<file path="config.mk">
export PLATFORM = sky130hd
export DESIGN_NAME = vc_arbiter_flat
export DESIGN_NICKNAME = d
export VERILOG_FILES = /design/src/rtl/vc_arbiter_if.sv /design/src/rtl/vc_arbiter.sv /design/src/flat_wrapper.sv
export SDC_FILE = /design/constraint.sdc
export NUM_CORES = 1
export LEC_CHECK = 0
export ABC_AREA = 1
export BUFFER_PORTS_ARGS = -buffer_cell sky130_fd_sc_hd__buf_2
export CORE_MARGIN = 2
export CORE_UTILIZATION = 40
export CTS_CLUSTER_SIZE = 10
export DETAILED_ROUTE_END_ITERATION = 8
export GPL_TIMING_DRIVEN = 0
export PLACE_DENSITY = 0.61
export SYNTH_ARGS = -nofsm -noshare
export SYNTH_HDL_FRONTEND = slang
export SYNTH_SLANG_ARGS = --single-unit
</file>
<file path="constraint.sdc">
create_clock -name clk -period 4 [get_ports clk]
set_clock_uncertainty 0.05 [all_clocks]
set_input_delay 0.8 -clock clk [delete_from_list [all_inputs] [get_ports clk]]
set_output_delay 0.8 -clock clk [all_outputs]
set_load 0.005 [all_outputs]
</file>
<file path="src/rtl/vc_arbiter_if.sv">
// Handshake bundle between the VC FIFOs, the destination FIFOs and vc_arbiter.
// The slave modport is the arbiter's view; the master modport is the surrounding FIFO/flow-control side.
interface vc_arbiter_if #(
  parameter int DATA_WIDTH = 6
);
  logic                  active_in;
  logic                  vc0_empty;
  logic                  vc1_empty;
  logic [DATA_WIDTH-1:0] vc0_data;
  logic [DATA_WIDTH-1:0] vc1_data;
  logic                  d0_almost_full;
  logic                  d1_almost_full;
  logic                  vc0_pop;
  logic                  vc1_pop;
  logic                  d0_push;
  logic                  d1_push;
  logic [DATA_WIDTH-1:0] data_out;
  logic                  arb_idle;

  modport master (
    output active_in, vc0_empty, vc1_empty, vc0_data, vc1_data,
           d0_almost_full, d1_almost_full,
    input  vc0_pop, vc1_pop, d0_push, d1_push, data_out, arb_idle
  );

  modport slave (
    input  active_in, vc0_empty, vc1_empty, vc0_data, vc1_data,
           d0_almost_full, d1_almost_full,
    output vc0_pop, vc1_pop, d0_push, d1_push, data_out, arb_idle
  );
endinterface

</file>
<file path="src/rtl/vc_arbiter.sv">
// Weighted round-robin scheduler from two FWFT VC FIFOs into the D0/D1 destination FIFOs.
// Define VC_ARB_STRICT_PRIO_EN to replace the weighted scheme with fixed VC0-over-VC1 priority.
module vc_arbiter #(
  parameter int DATA_WIDTH = 6,
  parameter int DEST_BIT   = 4,
  parameter int WEIGHT_VC0 = 3,
  parameter int WEIGHT_VC1 = 1
) (
  input  logic        clk,
  input  logic        reset,
  vc_arbiter_if.slave arb
);

  typedef enum logic [1:0] {
    IDLE    = 2'd0,
    OWN_VC0 = 2'd1,
    OWN_VC1 = 2'd2
  } state_e;

  localparam logic [3:0] W0 = 4'(WEIGHT_VC0);
  localparam logic [3:0] W1 = 4'(WEIGHT_VC1);

  // Grant counter saturates at the owning VC's weight.
  function automatic logic [3:0] sat_inc(input logic [3:0] c, input logic [3:0] lim);
    return (c >= lim) ? lim : c + 4'd1;
  endfunction

  state_e                state_q, state_d;
  logic [3:0]            cnt_q, cnt_d;
  logic                  d0_push_q, d0_push_d;
  logic                  d1_push_q, d1_push_d;
  logic [DATA_WIDTH-1:0] data_q, data_d;
  logic                  idle_q;

  logic                  e0, e1;
  logic                  gnt0, gnt1;
  logic                  any_gnt;
  logic [DATA_WIDTH-1:0] gnt_word;
  logic                  af0_sel, af1_sel;

  // A VC is eligible only if the destination of its own head word has room.
  always_comb begin
    af0_sel = arb.vc0_data[DEST_BIT] ? arb.d1_almost_full : arb.d0_almost_full;
    af1_sel = arb.vc1_data[DEST_BIT] ? arb.d1_almost_full : arb.d0_almost_full;
    e0      = arb.active_in & ~arb.vc0_empty & ~af0_sel;
    e1      = arb.active_in & ~arb.vc1_empty & ~af1_sel;
  end

  always_comb begin
    state_d = state_q;
    cnt_d   = cnt_q;
    gnt0    = 1'b0;
    gnt1    = 1'b0;
`ifdef VC_ARB_STRICT_PRIO_EN
    if (e0) begin
      gnt0    = 1'b1;
      state_d = OWN_VC0;
      cnt_d   = 4'd1;
    end else if (e1) begin
      gnt1    = 1'b1;
      state_d = OWN_VC1;
      cnt_d   = 4'd1;
    end else begin
      state_d = IDLE;
      cnt_d   = 4'd0;
    end
`else
    unique case (state_q)
      IDLE: begin
        if (e0) begin
          gnt0    = 1'b1;
          state_d = OWN_VC0;
          cnt_d   = 4'd1;
        end else if (e1) begin
          gnt1    = 1'b1;
          state_d = OWN_VC1;
          cnt_d   = 4'd1;
        end
      end
      OWN_VC0: begin
        if (e0 && ((cnt_q < W0) || !e1)) begin
          gnt0  = 1'b1;
          cnt_d = sat_inc(cnt_q, W0);
        end else if (e1) begin
          gnt1    = 1'b1;
          state_d = OWN_VC1;
          cnt_d   = 4'd1;
        end else begin
          state_d = IDLE;
          cnt_d   = 4'd0;
        end
      end
      OWN_VC1: begin
        if (e1 && ((cnt_q < W1) || !e0)) begin
          gnt1  = 1'b1;
          cnt_d = sat_inc(cnt_q, W1);
        end else if (e0) begin
          gnt0    = 1'b1;
          state_d = OWN_VC0;
          cnt_d   = 4'd1;
        end else begin
          state_d = IDLE;
          cnt_d   = 4'd0;
        end
      end
      default: begin
        state_d = IDLE;
        cnt_d   = 4'd0;
      end
    endcase
`endif
  end

  // Route the granted head word; with no grant the output word holds.
  always_comb begin
    any_gnt   = gnt0 | gnt1;
    gnt_word  = gnt1 ? arb.vc1_data : arb.vc0_data;
    d1_push_d = any_gnt &  gnt_word[DEST_BIT];
    d0_push_d = any_gnt & ~gnt_word[DEST_BIT];
    data_d    = any_gnt ? gnt_word : data_q;
  end

  always_ff @(posedge clk or posedge reset) begin
    if (reset) begin
      state_q   <= IDLE;
      cnt_q     <= 4'd0;
      d0_push_q <= 1'b0;
      d1_push_q <= 1'b0;
      data_q    <= '0;
      idle_q    <= 1'b1;
    end else begin
      state_q   <= state_d;
      cnt_q     <= cnt_d;
      d0_push_q <= d0_push_d;
      d1_push_q <= d1_push_d;
      data_q    <= data_d;
      idle_q    <= (state_d == IDLE);
    end
  end

  assign arb.vc0_pop  = gnt0 & ~reset;
  assign arb.vc1_pop  = gnt1 & ~reset;
  assign arb.d0_push  = d0_push_q;
  assign arb.d1_push  = d1_push_q;
  assign arb.data_out = data_q;
  assign arb.arb_idle = idle_q;

endmodule

</file>
<file path="src/flat_wrapper.sv">
// flat-port wrapper written by rule: the top's interface ports become plain ports
module vc_arbiter_flat 
#(
  parameter int DATA_WIDTH = 6,
  parameter int DEST_BIT   = 4,
  parameter int WEIGHT_VC0 = 3,
  parameter int WEIGHT_VC1 = 1
)
  (clk, reset, arb_active_in, arb_vc0_empty, arb_vc1_empty, arb_vc0_data, arb_vc1_data, arb_d0_almost_full, arb_d1_almost_full, arb_vc0_pop, arb_vc1_pop, arb_d0_push, arb_d1_push, arb_data_out, arb_arb_idle);
  vc_arbiter_if #(.DATA_WIDTH(DATA_WIDTH)) arb_i ();
  input  logic clk;
  input  logic reset;
  input wire logic [$bits(arb_i.active_in)-1:0] arb_active_in;
  input wire logic [$bits(arb_i.vc0_empty)-1:0] arb_vc0_empty;
  input wire logic [$bits(arb_i.vc1_empty)-1:0] arb_vc1_empty;
  input wire logic [$bits(arb_i.vc0_data)-1:0] arb_vc0_data;
  input wire logic [$bits(arb_i.vc1_data)-1:0] arb_vc1_data;
  input wire logic [$bits(arb_i.d0_almost_full)-1:0] arb_d0_almost_full;
  input wire logic [$bits(arb_i.d1_almost_full)-1:0] arb_d1_almost_full;
  output wire logic [$bits(arb_i.vc0_pop)-1:0] arb_vc0_pop;
  output wire logic [$bits(arb_i.vc1_pop)-1:0] arb_vc1_pop;
  output wire logic [$bits(arb_i.d0_push)-1:0] arb_d0_push;
  output wire logic [$bits(arb_i.d1_push)-1:0] arb_d1_push;
  output wire logic [$bits(arb_i.data_out)-1:0] arb_data_out;
  output wire logic [$bits(arb_i.arb_idle)-1:0] arb_arb_idle;
  assign arb_i.active_in = arb_active_in;
  assign arb_i.vc0_empty = arb_vc0_empty;
  assign arb_i.vc1_empty = arb_vc1_empty;
  assign arb_i.vc0_data = arb_vc0_data;
  assign arb_i.vc1_data = arb_vc1_data;
  assign arb_i.d0_almost_full = arb_d0_almost_full;
  assign arb_i.d1_almost_full = arb_d1_almost_full;
  assign arb_vc0_pop = arb_i.vc0_pop;
  assign arb_vc1_pop = arb_i.vc1_pop;
  assign arb_d0_push = arb_i.d0_push;
  assign arb_d1_push = arb_i.d1_push;
  assign arb_data_out = arb_i.data_out;
  assign arb_arb_idle = arb_i.arb_idle;
  vc_arbiter #(.DATA_WIDTH(DATA_WIDTH), .DEST_BIT(DEST_BIT), .WEIGHT_VC0(WEIGHT_VC0), .WEIGHT_VC1(WEIGHT_VC1)) u_core (.clk(clk), .reset(reset), .arb(arb_i));
endmodule
</file>
### Word level (Yosys, flattened, before mapping)

Cells that the tools add are included.

| operators by class | value |
|---|---|
| $add $sub $neg | 1 |
| reductions and logical operators | 8 |
| multiplexer cells | 28 |
| eq/ne operators | 3 |
| bitwise gates (word level) | 15 |
| $lt $le $gt $ge | 4 |

Operators with widths:

| operator | number |
|---|---|
| 2-to-1 mux 4 bit | 6 |
| 2-to-1 mux 1 bit | 12 |
| case mux 4 bit (3 select lines) | 1 |
| 2-to-1 mux 2 bit | 5 |
| AND 1 bit | 8 |
| 2-to-1 mux 6 bit | 1 |
| NOT 1 bit | 6 |
| case mux 1 bit (3 select lines) | 2 |
| case mux 2 bit (3 select lines) | 1 |
| adder 4 x 1 -> 4 bit (second input constant) | 1 |
| >= comparator 4 x 1 -> 1 bit (second input constant) | 1 |
| >= comparator 4 x 2 -> 1 bit (second input constant) | 1 |
| logical NOT 2 bit | 2 |
| < comparator 4 x 1 -> 1 bit (second input constant) | 1 |
| < comparator 4 x 2 -> 1 bit (second input constant) | 1 |
| != test 3 x 1 -> 1 bit (second input constant) | 1 |
| == test 2 x 1 -> 1 bit (second input constant) | 1 |
| == test 2 bit (second input constant) | 1 |
| logical AND 1 bit | 2 |
| logical NOT 1 bit | 2 |
| logical OR 1 bit | 2 |
| bitwise OR 1 bit | 1 |

| storage, ports and cells | value |
|---|---|
| register bits | 15 |
| output and inout port bits | 11 |
| logic and storage cells | 65 |
| input port bits | 19 |

### Longest topological paths before layout

Gate-level depths: netlist of run 1.

| depth | value |
|---|---|
| word-level depth | 11 |
| gate-level depth with buffers | 12 |
| gate-level depth less buffers | 12 |

### Worst setup path after synthesis of run 1

No wires, ideal clock.

| path | value |
|---|---|
| path kind | input -> output |
| start point | in arb_vc1_empty |
| end point | out arb_vc1_pop |
| path buffers | 0 |
| slack | 1.594 ns |
| data required time | 3.150 ns |
| stages | 9 |
| data arrival time | 1.556 ns |
| cells stage by stage | inv_1 nand2_2 nor2_4 nand2_2 a21oi_2 nand2_2 nand3_4 nand2_1 inv_1 |

| between the ends | value |
|---|---|
| longest elaborated chain between the ends | 9 |
| elaborated cells between the ends (all ways) | 13 |
| those cells by class | 5 x mux; 4 x bitwise; 4 x reduce/logical |

RTL lines:

| item | line | text |
|---|---|---|
| start, declared | flat_wrapper.sv:15 | `input wire logic [$bits(arb_i.vc1_empty)-1:0] arb_vc1_empty;` |
| NOT 1 bit (*) | vc_arbiter.sv:46 | `e1 = arb.active_in & ~arb.vc1_empty & ~af1_sel;` |
| AND 1 bit (*) (2 in a row) | vc_arbiter.sv:46 |  |
| logical NOT 1 bit | vc_arbiter.sv:81 | `if (e0 && ((cnt_q < W0) \|\| !e1)) begin` |
| logical OR 1 bit | vc_arbiter.sv:81 |  |
| logical AND 1 bit | vc_arbiter.sv:81 |  |
| 2-to-1 mux 1 bit | vc_arbiter.sv:81 |  |
| case mux 1 bit (3 select lines) (*) | vc_arbiter.sv:68 | `unique case (state_q)` |
| AND 1 bit (*) | vc_arbiter.sv:142 | `assign arb.vc1_pop = gnt1 & ~reset;` |
| end, declared | flat_wrapper.sv:21 | `output wire logic [$bits(arb_i.vc1_pop)-1:0] arb_vc1_pop;` |

Every way passes the cells marked *; elsewhere a longest branch is shown, timed or not.

### Worst setup path after layout of run 1

| path | value |
|---|---|
| start point | in arb_vc1_data[4] |
| end point | out arb_vc1_pop |

| between the ends | value |
|---|---|
| longest elaborated chain between the ends | 9 |
| elaborated cells between the ends (all ways) | 13 |
| those cells by class | 6 x mux; 3 x bitwise; 4 x reduce/logical |

RTL lines:

| item | line | text |
|---|---|---|
| start, declared | flat_wrapper.sv:17 | `input wire logic [$bits(arb_i.vc1_data)-1:0] arb_vc1_data;` |
| 2-to-1 mux 1 bit (*) | vc_arbiter.sv:44 | `af1_sel = arb.vc1_data[DEST_BIT] ? arb.d1_almost_full : arb.d0_almost_full;` |
| NOT 1 bit (*) | vc_arbiter.sv:46 |  |
| AND 1 bit (*) | vc_arbiter.sv:46 |  |
| logical NOT 1 bit | vc_arbiter.sv:81 |  |
| logical OR 1 bit | vc_arbiter.sv:81 |  |
| logical AND 1 bit | vc_arbiter.sv:81 |  |
| 2-to-1 mux 1 bit | vc_arbiter.sv:81 |  |
| case mux 1 bit (3 select lines) (*) | vc_arbiter.sv:68 |  |
| AND 1 bit (*) | vc_arbiter.sv:142 |  |

Marked as above.

==> results.py, run 1 <==
metrics = {
    "setup_path": {
        "critPathMaxStageDelay_ns": 0.21,
        "crit_required_ns": 3.15,
        "startpoint_type": "input port",
        "end_kind": "primary output",
        "cp_max_fo": 10,
        "critical_path_class": "input port to primary output",
        "crit_chain": "buf_2 -> inv_1 -> nand2_4 -> nand2_2 -> nor2_4 -> nand3_2 -> nand3_4 -> nand2_1 -> inv_1 -> buf_2",
        "slowest_stage": "nand3_4",
        "worstPathArrival_ns": 1.87,
    },
    "finish": {
        "n_antenna_cell": 0,
        "layout_common_cells": "buf_2 (29), inv_1 (21), nand2_1 (20)",
        "syn_to_final_growth_pct": 20.44,
        "drive_gt1_frac": 0.4188,
        "final_nets": 183,
        "layout_commonest_cell": "buf_2",
    },
    "clocking": {
        "clockRootBuffer": "clkbuf_4",
        "numCtsBuffers": 3,
        "cts_tree": "done",
        "clk_pin_slew_worst_paths_ns": 0.09,
        "cts_buffer_depth": 2,
        "clock-sinks": 15,
        "cts_setup_buffers": 0,
        "insertion_delay_ns": 0.28,
        "cts_resized": 0,
        "hold_buffers": 0,
        "htree_levels": 1,
    },
    "sta": {
        "tns_ns": 0,
        "slew_headroom": 0.6027,
        "rsz0062_at_grt": "false",
        "tightest_slew_ns": 0.5954,
        "fin_crit_sh": 0.6806,
        "hold_viol": 0,
        "setup_viol": 0,
        "timing.fmax_ghz": 0.3673,
        "slew_violations": 0,
        "finalCriticalPeriod_ns": 2.722,
    },
    "routing": {
        "route.detailed.drc": 0,
        "first_pass_iters": 4,
        "routed-via-count": 908,
        "via_per_inst": 4.779,
        "drt_wl_total_mm": 2.089,
        "drt-wirelength-per-cell_um": 10.99,
        "drtIter0Drc": 18,
        "antenna_left": 0,
    },
    "logic_synthesis": {
        "synth_edf_count": 0,
        "ys_seq_area_frac": 0.3662,
        "synthArstFlopShare": 1.000,
        "synth_cell_types": 22,
        "synth.top_cell.area_share": 0.3406,
        "synth_warnings": 0,
        "synth_area_per_cell_sq_um": 8.098,
        "synth_top_flop_cell": "dfrtp_1",
        "synth_cells": 127,
        "syn_nets": 149,
        "ys_ff_latch": 15,
        "yosys.area.top_type": "dfrtp_1",
        "synth_area_leaders": "dfrtp_1 (34%), nand2_2 (7.9%), inv_1 (7.7%), nand2_1 (7.3%), nand3_2 (4.9%)",
        "syn-cell-area_sq_um": 1028,
    },
    "placement": {
        "hpwl_mm": 1.659,
        "io_buffers": 29,
        "gp_congestion": 0.8276,
    },
    "floorplanning": {
        "core_sq_um": 2455,
        "row_count": 18,
        "start_util": 0.4190,
        "die_area_sq_um": 2993,
        "die_w_um": 54.71,
        "pin_count": 30,
        "die_h_um": 54.71,
    },
    "grt": {
        "antenna_found_initial": 0,
        "grt_pass1_vias": 777,
        "grt_pass1_wl_mm": 3.429,
        "overflow": 0,
        "grt_use_total": 0.1639,
        "grt_max_degree": 17,
    },
    "power_and_ir_drop": {
        "p_leak_uw": 0.0006723,
        "power_density_nw_per_um2": 327.6,
        "vdd_drop_max_v": 0.0002587,
        "p_total_uw": 405.7,
    },
    "outcome": {
        "status": "finished, final reports clean",
    },
    "job": {
        "max_cap_violations": 0,
    },
    "hold_path": {
        "hp-class": "flip-flop to flip-flop",
    },
}
cell families after synthesis:
group	Yosys count	share of synthesized area
simple gates	69	0.4075
buf+inv	24	0.08759
compound gates	16	0.1022
flops	15	0.3662
fa+ha+maj	3	0.03650
flip-flops by register name (all words and copies together) (netlist names):
| signal | count |
|---|---|
| u_core.state_q | 2 |
| u_core.cnt_q | 4 |
| u_core.arb.d0_push | 1 |
| u_core.arb.data_out | 6 |
| u_core.arb.arb_idle | 1 |
| u_core.arb.d1_push | 1 |
power by group:
part / internal [uW] / leakage, uW / switching, uW / total [uW]
registers: 177 / 0.000190 / 18.5 / 195
clock network: 37.1 / 0.0000177 / 48.6 / 85.8
logic: 52.7 / 0.000464 / 71.9 / 125
total: 267 / 0.000672 / 139 / 406
worst max-delay path, delay by kind of cell:
kind / cells / cell delay (ns)
buffers and inverters: 4 / 0.33
AND/OR/NAND/NOR: 6 / 0.74
through the flow:
step	hold WS, ns	util	cells	cell area [sq um]	setup WS, ns
finish	0.4388	0.5046	190	1239	1.278
global route	0.4718	0.5046	190	1239	1.094
CTS	0.4452	0.5046	190	1239	1.276
detailed placement	0.4232	0.4934	186	1211	1.288
global placement	0.4200	0.4934	186	1211	1.300
floorplan	0.4229	-	127	1028	1.594
area by class of cell:
class | instances | area [sq um]
fillers | 247 | 1216
multi-input cells | 88 | 561.8
clock inverters | 1 | 5.005
inverters | 24 | 90.09
well taps | 30 | 37.54
repair buffers | 29 | 145.1
flip-flops and latches | 15 | 376.6
clock buffers | 3 | 22.52
layer usage:
| layer | vias up | share of wire | GRT usage |
|---|---|---|---|
| li1 | 471 | - | - |
| met1 | 407 | 0.44 | 0.2057 |
| met2 | 28 | 0.49 | 0.2599 |
| met3 | 2 | 0.061 | 0.06011 |
| met4 | 0 | 0.0048 | 0.05000 |
| met5 | - | 0 | 0 |
synth_stat cells, drive strengths merged, types with 3 or more instances:
| library cell | instances |
|---|---|
| dfrtp | 14 |
| nand3 | 13 |
| nand2 | 35 |
| inv | 24 |
| a21boi | 4 |
| nor2 | 18 |
| ha | 3 |
| o21ai | 4 |
| a21oi | 6 |
| nand4 | 3 |
final timing paths:
kind / from / endpoint / slack, ns / cells past startpoint
max: arb_vc1_data[4] / arb_vc1_pop / 1.28 / 10
min: u_core.arb.data_out[2] / u_core.arb.data_out[2] / 0.44 / 2
max reg2reg: u_core.cnt_q[0] / u_core.arb.data_out[3] / 2.26 / 11
min reg2reg: u_core.arb.data_out[2] / u_core.arb.data_out[2] / 0.44 / 2
max in group asynchronous: reset / u_core.state_q[0] / 2.99 / 2
min in group asynchronous: reset / u_core.arb.data_out[5] / 0.53 / 2
Power figures use the tool's default switching activity.
==> run 2: changes to the inputs <==
--- a/config.mk
+++ b/config.mk
@@ -5,14 +5,14 @@
 export SDC_FILE = /design/constraint.sdc
 export NUM_CORES = 1
 export LEC_CHECK = 0
-export ABC_AREA = 1
+export ABC_AREA = 0
 export BUFFER_PORTS_ARGS = -buffer_cell sky130_fd_sc_hd__buf_2
 export CORE_MARGIN = 2
 export CORE_UTILIZATION = 40
 export CTS_CLUSTER_SIZE = 10
 export DETAILED_ROUTE_END_ITERATION = 8
 export GPL_TIMING_DRIVEN = 0
-export PLACE_DENSITY = 0.61
+export PLACE_DENSITY = 0.64
 export SYNTH_ARGS = -nofsm -noshare
 export SYNTH_HDL_FRONTEND = slang
 export SYNTH_SLANG_ARGS = --single-unit
==> constraint.sdc (replaced) <==
create_clock -name clk -period 2.33 [get_ports clk]
set_clock_uncertainty 0.05 [all_clocks]
set_input_delay 0.466 -clock clk [delete_from_list [all_inputs] [get_ports clk]]
set_output_delay 0.466 -clock clk [all_outputs]
set_load 0.005 [all_outputs]
==> results.py, run 2 <==
metrics = {
    "outcome": {
        "status": "finished, final reports clean",
    },
    "routing": {
        "routed-via-count": 1006,
        "drtIter0Drc": 29,
        "first_pass_iters": 4,
        "route.detailed.drc": 0,
        "via_per_inst": 5.849,
        "antenna_left": 0,
        "drt_wl_total_mm": 2.720,
        "drt-wirelength-per-cell_um": 15.81,
    },
    "placement": {
        "placed_cell_area_sq_um": 1226,
        "gp_congestion": 0.8025,
        "io_buffers": 29,
        "hpwl_mm": 1.974,
        "dp_cells": 160,
    },
    "sta": {
        "slew_violations": 0,
        "timing.fmax_ghz": 0.4327,
        "tightest_slew_ns": 0.5584,
        "slew_headroom": 0.6273,
        "whs_ns": 0.1850,
        "tns_ns": 0,
        "fin_crit_sh": 0.9918,
        "finalCriticalPeriod_ns": 2.311,
        "rsz0062_at_grt": "true",
        "setup_viol": 0,
        "hold_viol": 0,
    },
    "clocking": {
        "clk_pin_slew_worst_paths_ns": 0.09,
        "htree_levels": 1,
        "insertion_delay_ns": 0.28,
        "clockRootBuffer": "clkbuf_4",
        "clock-sinks": 15,
        "numCtsBuffers": 3,
        "cts_buffer_depth": 2,
        "cts_tree": "done",
    },
    "floorplanning": {
        "row_count": 18,
        "start_util": 0.4212,
        "pin_count": 30,
        "core_sq_um": 2477,
        "die_w_um": 55.08,
        "die_area_sq_um": 3033,
        "die_h_um": 55.08,
    },
    "grt": {
        "grt_pass1_vias": 956,
        "antenna_found_initial": 0,
        "grt_pass1_wl_mm": 4.291,
        "grt_max_degree": 16,
        "grt_use_total": 0.2040,
        "overflow": 0,
    },
    "logic_synthesis": {
        "synth_area_per_cell_sq_um": 10.33,
        "synth_edf_count": 0,
        "synth_commonest_cells": "dfrtp_1 (14), inv_1 (9), nand4_1 (7)",
        "ys_ff_latch": 15,
        "ys_seq_area_frac": 0.3609,
        "synth_top_flop_cell": "dfrtp_1",
        "synth_cell_types": 44,
        "syn_nets": 123,
        "synth_warnings": 0,
        "synth_area_leaders": "dfrtp_1 (34%), o311ai_2 (6.2%), nand4_1 (4.2%), ha_1 (3.6%), o2111ai_1 (3.4%)",
        "yosys.area.top_type": "dfrtp_1",
        "synth.top_cell.area_share": 0.3357,
        "synth_cells": 101,
        "synthArstFlopShare": 1.000,
        "synth_most_common_cell": "dfrtp_1",
        "syn-cell-area_sq_um": 1044,
    },
    "setup_path": {
        "r2r-start": "u_core.cnt_q[1]",
        "endpoint": "arb_vc1_pop",
        "reg2regPathDepth": 8,
        "reg2reg_to": "u_core.arb.data_out[2]",
        "crit_required_ns": 1.81,
        "cp_max_fo": 5,
        "end_kind": "primary output",
        "worstPathArrival_ns": 1.79,
        "critical_path_class": "flip-flop to primary output",
        "r2r_slack_ns": 0.30,
        "worstSetupStartpoint": "u_core.cnt_q[1]",
        "startpoint_type": "flip-flop",
    },
    "finish": {
        "drive_gt1_frac": 0.5000,
        "n_antenna_cell": 0,
        "fill_cells": 240,
        "stdcell_count": 172,
        "final_area_sq_um": 1355,
        "layout_common_cells": "buf_2 (29), dfrtp_1 (14), buf_4 (10)",
        "layout_commonest_cell": "buf_2",
        "final_nets": 165,
        "syn_to_final_growth_pct": 29.86,
        "largest_register_ffs": 6,
    },
    "power_and_ir_drop": {
        "power_density_nw_per_um2": 489.6,
        "vdd_drop_max_v": 0.0002838,
        "p_total_uw": 663.5,
        "p_leak_uw": 0.0006009,
    },
    "job": {
        "max_cap_violations": 0,
    },
    "hold_path": {
        "hp-class": "input port to asynchronous set/reset pin",
    },
}
-- run 2: cell count changes after synthesis, sizes merged, moves of 3 or more --
cell	previous run	this run
a21boi	4	0
nand3	13	4
nor2	18	7
inv	24	10
o2111ai	1	4
nand4	3	7
a31oi	0	5
o311ai	0	4
nand2	35	3
nor4	0	3
a21oi	6	0
-- run 2: logic make-up after synthesis --
family | Yosys count | share of synthesized area
AND/OR/NAND/NOR | 36 | 0.2086
AO/OA/AOI/OAI | 29 | 0.2782
flip-flops | 15 | 0.3609
buffers and inverters | 14 | 0.05993
multiplexers | 4 | 0.05635
adder cells (fa/ha/maj) | 3 | 0.03598
-- run 2: worst max-delay path, cell delays in order, from the launching register on --
cell	delay, ns
dfrtp_1	0.42
ha_4	0.18
nor3_2	0.25
a31oi_2	0.22
o211ai_2	0.25
nor2_1	0.07
buf_2	0.12
-- run 2: cell type report --
type / count / area (sq um) / area share
buffer: 1 / 5.005 / 0.003693
clock buffer: 3 / 22.52 / 0.01662
clock inverter: 1 / 5.005 / 0.003693
inverter: 11 / 42.54 / 0.03139
multi-input combinational: 72 / 645.6 / 0.4765
sequential: 15 / 376.6 / 0.2779
tap: 30 / 37.54 / 0.02770
timing repair buffer: 39 / 220.2 / 0.1625
-- run 2: repair_timing --
item / in CTS / in global routing
buffers inserted: 7 / 3
hold buffers: 0 / 0
pin swaps: 5 / 5
resized for setup: 3 / 7
endpoints found under the setup margin: 2 / 2
-- run 2: worst min-delay path by stage --
stage	startpoint	end	slack, ns
floorplan	reset	u_core.arb.d0_push	0.32
finish	reset	u_core.arb.data_out[5]	0.18
global route	reset	u_core.arb.data_out[3]	0.24
CTS	reset	u_core.state_q[0]	0.20
detailed placement	u_core.arb.data_out[4]	u_core.arb.data_out[4]	0.51
global placement	reset	u_core.arb.data_out[2]	0.50
-- run 2: routing by layer --
| metal | up-vias | routed length (um) | global-route usage |
|---|---|---|---|
| li1 | 486 | - | - |
| met1 | 489 | 1256 | 0.2622 |
| met2 | 29 | 1292 | 0.3492 |
| met3 | 2 | 151 | 0.02688 |
| met4 | 0 | 19 | 0.07317 |
| met5 | - | 0 | 0 |
-- run 2: through the flow --
stage	util	worst slack, ns
floorplan	-	0.1370
global placement	0.4949	-0.07194
detailed placement	0.4949	-0.07740
CTS	0.5328	-0.04413
global route	0.5470	-0.08293
finish	0.5470	0.01906
-- run 2: report_power, final --
part	total [uW]	switching, uW	internal, uW
Clock	151	86.8	63.7
Combinational	201	105	96.1
Sequential	312	19.6	293
Total	663	211	452
==> run 3: changes to the inputs <==
--- a/config.mk
+++ b/config.mk
@@ -8,11 +8,11 @@
 export ABC_AREA = 0
 export BUFFER_PORTS_ARGS = -buffer_cell sky130_fd_sc_hd__buf_2
 export CORE_MARGIN = 2
-export CORE_UTILIZATION = 40
+export CORE_UTILIZATION = 46
 export CTS_CLUSTER_SIZE = 10
 export DETAILED_ROUTE_END_ITERATION = 8
 export GPL_TIMING_DRIVEN = 0
-export PLACE_DENSITY = 0.64
+export PLACE_DENSITY = 0.72
 export SYNTH_ARGS = -nofsm -noshare
 export SYNTH_HDL_FRONTEND = slang
 export SYNTH_SLANG_ARGS = --single-unit
==> results.py, run 3 (synthesis results as in run 2) <==
metrics = {
    "floorplanning": {
        "pin_count": 30,
        "core_sq_um": 2170,
        "start_util": 0.4810,
        "die_area_sq_um": 2666,
        "die_w_um": 51.63,
        "row_count": 17,
        "die_h_um": 51.63,
    },
    "finish": {
        "final_util": 0.6615,
        "n_antenna_cell": 0,
        "largest_register_ffs": 6,
        "final_nets": 171,
        "layout_common_cells": "buf_2 (29), buf_4 (16), dfrtp_1 (14)",
        "drive_gt1_frac": 0.5338,
        "syn_to_final_growth_pct": 37.53,
        "fill_cells": 180,
        "stdcell_count": 176,
        "layout_commonest_cell": "buf_2",
    },
    "routing": {
        "via_per_inst": 5.960,
        "drt-wirelength-per-cell_um": 16.17,
        "drt_wl_total_mm": 2.846,
        "routed-via-count": 1049,
        "route.detailed.drc": 0,
        "first_pass_iters": 4,
        "antenna_left": 0,
        "drtIter0Drc": 23,
    },
    "clocking": {
        "clock-sinks": 15,
        "cts_tree": "done",
        "hold_buffers": 0,
        "clockRootBuffer": "clkbuf_4",
        "insertion_delay_ns": 0.28,
        "clk_pin_slew_worst_paths_ns": 0.09,
        "numCtsBuffers": 3,
        "cts_buffer_depth": 2,
        "htree_levels": 1,
    },
    "job": {
        "max_cap_violations": 0,
    },
    "power_and_ir_drop": {
        "power_density_nw_per_um2": 473.0,
        "vdd_drop_max_v": 0.0003580,
        "p_total_uw": 678.8,
        "p_leak_uw": 0.0006341,
    },
    "sta": {
        "setup_viol": 0,
        "timing.fmax_ghz": 0.4396,
        "hold_viol": 0,
        "finalCriticalPeriod_ns": 2.275,
        "rsz0062_at_grt": "true",
        "whs_ns": 0.1957,
        "slew_headroom": 0.6159,
        "fin_crit_sh": 0.9763,
        "slew_violations": 0,
        "tightest_slew_ns": 0.5756,
    },
    "setup_path": {
        "critical_path_class": "flip-flop to primary output",
        "crit_chain": "ha_2 -> or3_4 -> a41oi_4 -> nand3_2 -> nor2_2 -> buf_2",
        "crit_family": "simple AND/OR/NAND/NOR gates",
        "worstPathArrival_ns": 1.76,
        "r2r_slack_ns": 0.06,
        "cp_max_fo": 3,
        "cp_num_buf_inv": 1,
        "critPathMaxStageDelay_ns": 0.40,
        "startpoint_type": "flip-flop",
        "slowest_stage": "dfrtp_1",
        "crit_required_ns": 1.81,
        "end_kind": "primary output",
    },
    "grt": {
        "grt_pass1_vias": 1008,
        "antenna_found_initial": 0,
        "grt_max_degree": 16,
        "grt_use_total": 0.2277,
        "grt_pass1_wl_mm": 4.464,
        "overflow": 0,
    },
    "outcome": {
        "status": "finished, final reports clean",
    },
    "placement": {
        "gp_congestion": 0.8620,
        "dp_cells": 158,
        "hpwl_mm": 1.936,
        "io_buffers": 29,
    },
    "hold_path": {
        "hp-class": "input port to asynchronous set/reset pin",
    },
}
-- run 3: cell types whose count changed in the layout (fill, tap and decap cells not counted), sizes merged --
cell	delta
buf	+6
-- run 3: worst paths after layout --
check / depth (start not counted) / start / to
max: 6 / u_core.cnt_q[0] / arb_vc0_pop
min: 2 / reset / u_core.arb.data_out[0]
max reg2reg: 11 / u_core.cnt_q[0] / u_core.arb.data_out[2]
min reg2reg: 2 / u_core.arb.data_out[4] / u_core.arb.data_out[4]
max in group asynchronous: 2 / reset / u_core.arb.arb_idle
min in group clk: 3 / arb_vc0_data[5] / u_core.arb.data_out[5]
-- run 3: power breakdown --
group          leakage (uW)  internal, uW  switching, uW
clock             0.0000177          63.7           84.5
combinational      0.000425           107            113
sequential         0.000191           293           17.9
total              0.000634           464            215
-- run 3: metrics by stage --
stage	area, sq um	setup slack (ns)	setup TNS, ns
2_1_floorplan	1044	0.1370	0
6_report	1435	0.05513	0
3_5_place_dp	1224	-0.06979	-0.06979
4_1_cts	1354	-0.01925	-0.03081
5_1_grt	1435	-0.05658	-0.1240
3_3_place_gp	1224	-0.06192	-0.06192
-- run 3: layer usage --
layer	part of all wire	up-vias	global-route usage
met5	0	-	0
met4	0.016	0	0.1053
met3	0.070	6	0.02299
met2	0.50	42	0.3825
met1	0.41	497	0.2938
li1	-	504	-
-- run 3: timing repair --
action                     in CTS  in global routing
pin swaps                       6                  3
gates resized for setup         3                 12
setup endpoints to repair       2                  6
setup buffers                  12                  4
-- run 3: worst reg2reg max path: stages, from the launching register on --
cell and delay [ns]:
dfrtp_1 0.40, ha_2 0.22, or3_4 0.37, a41oi_4 0.20, nand3_2 0.10, buf_4 0.15, buf_4 0.12, buf_4 0.12
buf_4 0.12, buf_4 0.13, clkinv_4 0.07, o311ai_2 0.10
-- run 3: cell type report --
type	instances	area, sq um	share of cell area
clock buffers	3	22.52	0.01569
plain buffers	1	5.005	0.003487
well taps	28	35.03	0.02441
clock inverters	1	5.005	0.003487
repair buffers	45	265.3	0.1848
flip-flops and latches	15	376.6	0.2624
multi-input cells	72	679.4	0.4734
inverters	11	46.29	0.03226
